===== config.mk =====
export PLATFORM = sky130hd
export DESIGN_NAME = scramble_move_generator_flat
export DESIGN_NICKNAME = d
export VERILOG_FILES = /design/src/rtl/scramble_pkg.sv /design/src/rtl/scramble_move_generator_if.sv /design/src/rtl/scramble_move_generator_lfsr16.sv /design/src/rtl/scramble_move_generator.sv /design/src/flat_wrapper.sv
export SDC_FILE = /design/constraint.sdc
export NUM_CORES = 1
export LEC_CHECK = 0
export BUFFER_PORTS_ARGS = -buffer_cell sky130_fd_sc_hd__buf_4
export CAP_MARGIN = 20
export CORE_MARGIN = 3
export CORE_UTILIZATION = 62
export CTS_CLUSTER_SIZE = 10
export DETAILED_ROUTE_END_ITERATION = 6
export MAX_ROUTING_LAYER = met4
export PLACE_DENSITY = 0.82
export SLEW_MARGIN = 20
export SYNTH_ARGS = -nofsm -noshare
export SYNTH_HDL_FRONTEND = slang
export SYNTH_SLANG_ARGS = --single-unit

===== constraint.sdc =====
create_clock -name clk -period 4.1 [get_ports clk]
set_clock_uncertainty 0.15 [all_clocks]
set_input_delay 0.82 -clock clk [delete_from_list [all_inputs] [get_ports clk]]
set_output_delay 0.82 -clock clk [all_outputs]
set_load 0.02 [all_outputs]

===== src/rtl/scramble_pkg.sv =====
`default_nettype none
// ============================================================================
//  Module   : scramble_pkg
//  Purpose  : Shared FSM states, LFSR width, tap positions and step function
//             for the scramble move generator.
//  Revision : 1.0 - initial release
// ============================================================================
package scramble_pkg;

  localparam int LFSR_W     = 16;
  localparam int LFSR_TAP_A = 15;
  localparam int LFSR_TAP_B = 13;
  localparam int LFSR_TAP_C = 12;
  localparam int LFSR_TAP_D = 10;

  typedef enum logic [2:0] {
    IDLE  = 3'd0,
    START = 3'd1,
    GEN   = 3'd2,
    HOLD  = 3'd3,
    DONE  = 3'd4
  } state_t;

  // One Fibonacci step of x^16+x^14+x^13+x^11+1, shifting left.
  function automatic logic [LFSR_W-1:0] lfsrNext(input logic [LFSR_W-1:0] cur);
    return {cur[LFSR_W-2:0],
            cur[LFSR_TAP_A] ^ cur[LFSR_TAP_B] ^ cur[LFSR_TAP_C] ^ cur[LFSR_TAP_D]};
  endfunction

endpackage
`default_nettype wire


===== src/rtl/scramble_move_generator_if.sv =====
`default_nettype none
// ============================================================================
//  Module   : scramble_move_generator_if
//  Purpose  : Request/move handshake bundle between the puzzle controller,
//             the move generator and the move-execution datapath.
//  Revision : 1.0 - initial release
// ============================================================================
interface scramble_move_generator_if #(
  parameter int MOVE_W = 3
);
  logic              RandomPlease;
  logic              MoveReady;
  logic              MoveValid;
  logic [MOVE_W-1:0] MoveCode;
  logic              Busy;
  logic              Done;

  // master: the generator producing moves
  modport master (
    input  RandomPlease,
    input  MoveReady,
    output MoveValid,
    output MoveCode,
    output Busy,
    output Done
  );

  // slave: requester / move consumer side
  modport slave (
    output RandomPlease,
    output MoveReady,
    input  MoveValid,
    input  MoveCode,
    input  Busy,
    input  Done
  );
endinterface
`default_nettype wire


===== src/rtl/scramble_move_generator_lfsr16.sv =====
`default_nettype none
// ============================================================================
//  Module   : lfsr16
//  Purpose  : 16-bit Fibonacci LFSR with load, step enable and zero lockout
//             recovery (an all-zero state reloads SEED on the next cycle).
//  Revision : 1.0 - initial release
// ============================================================================
module lfsr16
  import scramble_pkg::*;
#(
  parameter logic [LFSR_W-1:0] SEED = 16'hACE1
) (
  input  wire               clk,
  input  wire               rst_n,
  input  wire               load,
  input  wire  [LFSR_W-1:0] load_val,
  input  wire               step,
  output logic [LFSR_W-1:0] value
);

  logic [LFSR_W-1:0] r_value;

  always_ff @(posedge clk) begin
    if (!rst_n) begin
      r_value <= SEED;
    end else if (load) begin
      r_value <= load_val;
    end else if (r_value == '0) begin
      r_value <= SEED;
    end else if (step) begin
      r_value <= lfsrNext(r_value);
    end
  end

  assign value = r_value;

endmodule
`default_nettype wire


===== src/rtl/scramble_move_generator.sv =====
`default_nettype none
// ============================================================================
//  Module   : scramble_move_generator
//  Purpose  : Emits RAND_NUM legal, non-repeating move codes per RandomPlease
//             edge over a valid/ready handshake, then pulses Done.
//  Options  : SCRAMBLE_FREERUN_SEED_EN - reseed the LFSR from a free-running
//             counter at the start of every sequence.
//  Revision : 1.0 - initial release
// ============================================================================
module scramble_move_generator
  import scramble_pkg::*;
#(
  parameter int                RAND_NUM  = 31,
  parameter int                MOVE_W    = 3,
  parameter int                NUM_MOVES = 6,
  parameter logic [LFSR_W-1:0] SEED      = 16'hACE1
) (
  input wire                        clk,
  input wire                        rst_n,
  scramble_move_generator_if.master bus
);

  localparam int                CNT_W    = $clog2(RAND_NUM + 1);
  localparam logic [CNT_W-1:0]  LAST_CNT = CNT_W'(RAND_NUM - 1);
  localparam logic [MOVE_W:0]   NUM_LIM  = (MOVE_W + 1)'(NUM_MOVES);

  state_t            r_state;
  state_t            w_nextState;

  logic              r_moveValid;
  logic [MOVE_W-1:0] r_moveCode;
  logic [CNT_W-1:0]  r_count;
  logic [MOVE_W-1:0] r_prevMove;
  logic              r_prevValid;
  logic              r_reqArmed;

  logic              w_reqEdge;
  logic              w_startSeq;
  logic              w_accept;
  logic              w_xfer;
  logic              w_busy;
  logic              w_done;
  logic              w_candOk;
  logic [MOVE_W-1:0] w_cand;

  logic              w_lfsrLoad;
  logic [LFSR_W-1:0] w_lfsrLoadVal;
  logic              w_lfsrStep;
  logic [LFSR_W-1:0] w_lfsr;
  logic              w_unusedLfsrHi;

  // ---------------------------------------------------------------- LFSR
  lfsr16 #(
    .SEED     (SEED)
  ) u_lfsr (
    .clk      (clk),
    .rst_n    (rst_n),
    .load     (w_lfsrLoad),
    .load_val (w_lfsrLoadVal),
    .step     (w_lfsrStep),
    .value    (w_lfsr)
  );

  assign w_lfsrStep = (r_state == GEN);

`ifdef SCRAMBLE_FREERUN_SEED_EN
  logic [LFSR_W-1:0] r_freeCnt;

  always_ff @(posedge clk) begin
    if (!rst_n) begin
      r_freeCnt <= '0;
    end else begin
      r_freeCnt <= r_freeCnt + LFSR_W'(1);
    end
  end

  assign w_lfsrLoad    = w_startSeq;
  assign w_lfsrLoadVal = (r_freeCnt == '0) ? SEED : r_freeCnt;
`else
  assign w_lfsrLoad    = 1'b0;
  assign w_lfsrLoadVal = SEED;
`endif

  // Upper LFSR bits only feed the shift chain.
  assign w_unusedLfsrHi = ^w_lfsr[LFSR_W-1:MOVE_W];

  // ---------------------------------------------------------------- candidate
  assign w_cand   = w_lfsr[MOVE_W-1:0];
  assign w_candOk = ({1'b0, w_cand} < NUM_LIM) &&
                    !(r_prevValid && (w_cand == r_prevMove));

  // A request held high through reset must drop before it can start anything.
  assign w_reqEdge = bus.RandomPlease && r_reqArmed;

  // ---------------------------------------------------------------- FSM
  always_ff @(posedge clk) begin
    if (!rst_n) begin
      r_state <= IDLE;
    end else begin
      r_state <= w_nextState;
    end
  end

  always_comb begin
    w_nextState = r_state;
    w_startSeq  = 1'b0;
    w_accept    = 1'b0;
    w_xfer      = 1'b0;
    w_busy      = 1'b1;
    w_done      = 1'b0;
    case (r_state)
      IDLE: begin
        w_busy = 1'b0;
        if (w_reqEdge) begin
          w_nextState = START;
        end
      end
      START: begin
        w_startSeq  = 1'b1;
        w_nextState = GEN;
      end
      GEN: begin
        if (w_candOk) begin
          w_accept    = 1'b1;
          w_nextState = HOLD;
        end
      end
      HOLD: begin
        if (r_moveValid && bus.MoveReady) begin
          w_xfer      = 1'b1;
          w_nextState = (r_count == LAST_CNT) ? DONE : GEN;
        end
      end
      DONE: begin
        w_done      = 1'b1;
        w_nextState = IDLE;
      end
      default: begin
        w_busy      = 1'b0;
        w_nextState = IDLE;
      end
    endcase
  end

  // ---------------------------------------------------------------- datapath
  always_ff @(posedge clk) begin
    if (!rst_n) begin
      r_moveValid <= 1'b0;
      r_moveCode  <= '0;
      r_count     <= '0;
      r_prevMove  <= '0;
      r_prevValid <= 1'b0;
      r_reqArmed  <= 1'b0;
    end else begin
      r_reqArmed <= !bus.RandomPlease;
      if (w_startSeq) begin
        r_count     <= '0;
        r_prevValid <= 1'b0;
      end
      if (w_accept) begin
        r_moveCode  <= w_cand;
        r_moveValid <= 1'b1;
      end
      if (w_xfer) begin
        r_moveValid <= 1'b0;
        r_count     <= r_count + CNT_W'(1);
        r_prevMove  <= r_moveCode;
        r_prevValid <= 1'b1;
      end
    end
  end

  assign bus.MoveValid = r_moveValid;
  assign bus.MoveCode  = r_moveCode;
  assign bus.Busy      = w_busy;
  assign bus.Done      = w_done;

endmodule
`default_nettype wire


===== src/flat_wrapper.sv =====
// flat-port wrapper written by rule: the top's interface ports become plain ports
module scramble_move_generator_flat import scramble_pkg::*;
#(
  parameter int                RAND_NUM  = 31,
  parameter int                MOVE_W    = 3,
  parameter int                NUM_MOVES = 6,
  parameter logic [LFSR_W-1:0] SEED      = 16'hACE1
)
  (clk, rst_n, bus_RandomPlease, bus_MoveReady, bus_MoveValid, bus_MoveCode, bus_Busy, bus_Done);
  scramble_move_generator_if #(.MOVE_W(MOVE_W)) bus_i ();
  input wire clk;
  input wire rst_n;
  input wire logic [$bits(bus_i.RandomPlease)-1:0] bus_RandomPlease;
  input wire logic [$bits(bus_i.MoveReady)-1:0] bus_MoveReady;
  output wire logic [$bits(bus_i.MoveValid)-1:0] bus_MoveValid;
  output wire logic [$bits(bus_i.MoveCode)-1:0] bus_MoveCode;
  output wire logic [$bits(bus_i.Busy)-1:0] bus_Busy;
  output wire logic [$bits(bus_i.Done)-1:0] bus_Done;
  assign bus_i.RandomPlease = bus_RandomPlease;
  assign bus_i.MoveReady = bus_MoveReady;
  assign bus_MoveValid = bus_i.MoveValid;
  assign bus_MoveCode = bus_i.MoveCode;
  assign bus_Busy = bus_i.Busy;
  assign bus_Done = bus_i.Done;
  scramble_move_generator #(.RAND_NUM(RAND_NUM), .MOVE_W(MOVE_W), .NUM_MOVES(NUM_MOVES), .SEED(SEED)) u_core (.clk(clk), .rst_n(rst_n), .bus(bus_i));
endmodule

==> metrics.txt <==
Clk Latency, worst-skew pair 340 ps; Fin. Hold Viols 0; Syn Nets 176; Cells after DPL just under 200; CTS root buffer clkbuf_4; top-area cell type share of the netlist area 0.462; post-synthesis async set-or-reset flop share 0; largest net degree at the start of global routing 18; count of cell types in the netlist 33; Hold Crit Depth 2; Nets 183; maximum clock frequency about 0.44 GHz; crit path DAT approximately 1300 ps; setup TNS 0 ps; grt ovf 0; critical path class flop to output port; DP HPWL 1980 um; clock sinks 33; Leakage a little under 0.6 nW; Post-Route WL 2860 um; Post-CTS Setup Inserts 0; Die Y-Extent around 54 um; Max Fanout on Critical Path 7; vias per std cell 5.85; worst hold endpoint u_core.u_lfsr.value[8]$_SDFFE_PP0P_; num rows 16; R2R setup slack 1930 ps; RD Place Congestion 0.792; Syn Std Cell Area 0.00143 mm2; vias after detailed routing between 1000 and 1500; crit path buf inv count 1; Worst-Margin Slew ~890 ps; status finished clean; synthesized area per cell 8.41 um2; global-route wire length before repair 4950 um; Worst path max stage delay 510 ps; Mapped Cells 170; most common cell after layout, fill and taps aside nand2_1; hold path start u_core.u_lfsr.value[7]$_SDFFE_PP1P_; cell taking the most area after synthesis dfxtp_1; EDFF count, synth 0; Tmin final 2290 ps; Max VDD drop 0.331 mV; initial core utilization 0.693; Hold Buf Count CTS 0; PnR Total Power 0.646 mW; IO Count 10; sequential area share after synthesis 0.462; DR WL/cell around 14 um; reg-to-reg startpoint u_core.r_state[1]$_SDFFE_PN0P_; CTS Buf Count 5; cts repair resizes 0; fin. max-slew vios 0; CTS tree done; Power per Cell Area 420 mW/mm2; crit path launch type flop; core area 0.00206 mm2; top_reg_cell synth dfxtp_1; Worst Setup End Kind output port; RSZ-0062 raised after global routing no; ranking of synthesized cells by area dfxtp_1, nand2_1, a21oi_1; reg-to-reg critical path endpoint u_core.bus.MoveCode[2]$_SDFFE_PN0P_; Yosys reg bits 33; WP data required 3130 ps; PortBufs 9; Antenna Cells 0; Setup Viol. Count Final 0; layout cells sized above 1 0.107; Largest delay share family, worst path flip-flops; Die Width 54.0 um; final cell count without fillers 205; Final ANT Viol Nets 0; DRT Pass-1 Iters 4; initial DRC count 28; vias in the first global route 1118; Slew HR 0.403; FF-to-FF path depth 3; drt drc 0; H-Tree Depth 2; MaxCap Viol Count 0; initial antenna violation count 0; area grow syn2layout 7.53%; Syn. warnings 0; CP max-delay cell dfxtp_1; Clock transition at path regs about 90 ps; Fill cells 165; area of the die 0.00292 mm2; CP Cell Sequence nor2_1 > and2_1 > buf_4; hold crit path type flop to flop; period utilisation layout 0.558; Total GRT Usage 0.246; Clock Path Buffers 2; commonest cells after routing, fill and taps aside nand2_1, dfxtp_1, a21oi_1
## logic make-up after synthesis
logic type / share of synthesized area
compound gates: 0.123
xor+xnor: 0.0306
fa+ha+maj: 0.0175
buf+inv: 0.0376
flops: 0.462
mux: 0.0210
simple gates: 0.307
## worst register-to-register path, delay by kind of cell, from the launching register on
family | cells | cell delay (ps)
flip-flops | 1 | 510
multiplexers | 1 | 210
AND/OR/NAND/NOR | 2 | 1220
## worst max-delay path by stage
| stage | start | end | slack, ps | cells after the start |
|---|---|---|---|---|
| 2_1_floorplan | u_core.r_state[0]$_SDFFE_PN0P_ | bus_Busy | 2190 | 2 |
| 3_3_place_gp | u_core.r_state[1]$_SDFFE_PN0P_ | u_core.bus.MoveCode[2]$_SDFFE_PN0P_ | 2100 | 3 |
| 3_5_place_dp | u_core.r_state[1]$_SDFFE_PN0P_ | u_core.bus.MoveCode[2]$_SDFFE_PN0P_ | 2010 | 3 |
| 4_1_cts | u_core.r_state[1]$_SDFFE_PN0P_ | bus_Done | 1800 | 3 |
| 5_1_grt | u_core.r_state[1]$_SDFFE_PN0P_ | u_core.bus.MoveCode[1]$_SDFFE_PN0P_ | 1710 | 3 |
| 6_report | u_core.r_state[0]$_SDFFE_PN0P_ | bus_Done | 1810 | 3 |
## registers in the layout (all words and copies together) (netlist names)
register / count
u_core.r_prevMove: 3
u_core.u_lfsr.value: 16
u_core.bus.MoveValid: 1
u_core.r_state: 3
u_core.r_count: 5
u_core.r_prevValid: 1
u_core.r_reqArmed: 1
u_core.bus.MoveCode: 3
## synthesized netlist by cell type, drive strengths merged, types with 3 or more instances
cell type / number
nor3: 4
nor2: 8
inv: 3
buf: 8
nand4: 3
nand3: 9
nor4: 5
a311oi: 3
mux2i: 3
nand2: 49
xnor2: 5
a21oi: 13
dfxtp: 33
and2: 3
## metal layers
layer  share of wire  global-route usage  up-vias  wire (um)
li1                -                   -      607          -
met1            0.49               0.304      557       1400
met2            0.46               0.379       25       1300
met3           0.033              0.0582       10         94
met4           0.022               0.112        0         63
met5               0                   -        -          0
## power by group
group	total, mW	internal, mW	switching [mW]
clock	0.171	0.0682	0.103
sequential	0.373	0.344	0.0295
combinational	0.101	0.0421	0.0592
total	0.646	0.454	0.192
## metrics by stage
step / instance area [um2] / utilization / setup slack [ps] / hold WS (ps)
floorplan: 1430 / - / 2190 / 295
global placement: 1490 / 0.721 / 2100 / 307
detailed placement: 1490 / 0.721 / 2010 / 315
CTS: 1540 / 0.745 / 1800 / 328
global route: 1540 / 0.745 / 1710 / 351
finish: 1540 / 0.745 / 1810 / 326
## final cells by class
class	instances	area (um2)	share of cell area
Tap cell	27	33.8	0.0220
Inverter	3	11.3	0.00733
Multi-Input combinational cell	125	714	0.465
Timing Repair Buffer	9	67.6	0.0440
Clock buffer	8	48.8	0.0318
Sequential cell	33	661	0.430
Note: power is estimated with default switching activity, not from simulation.
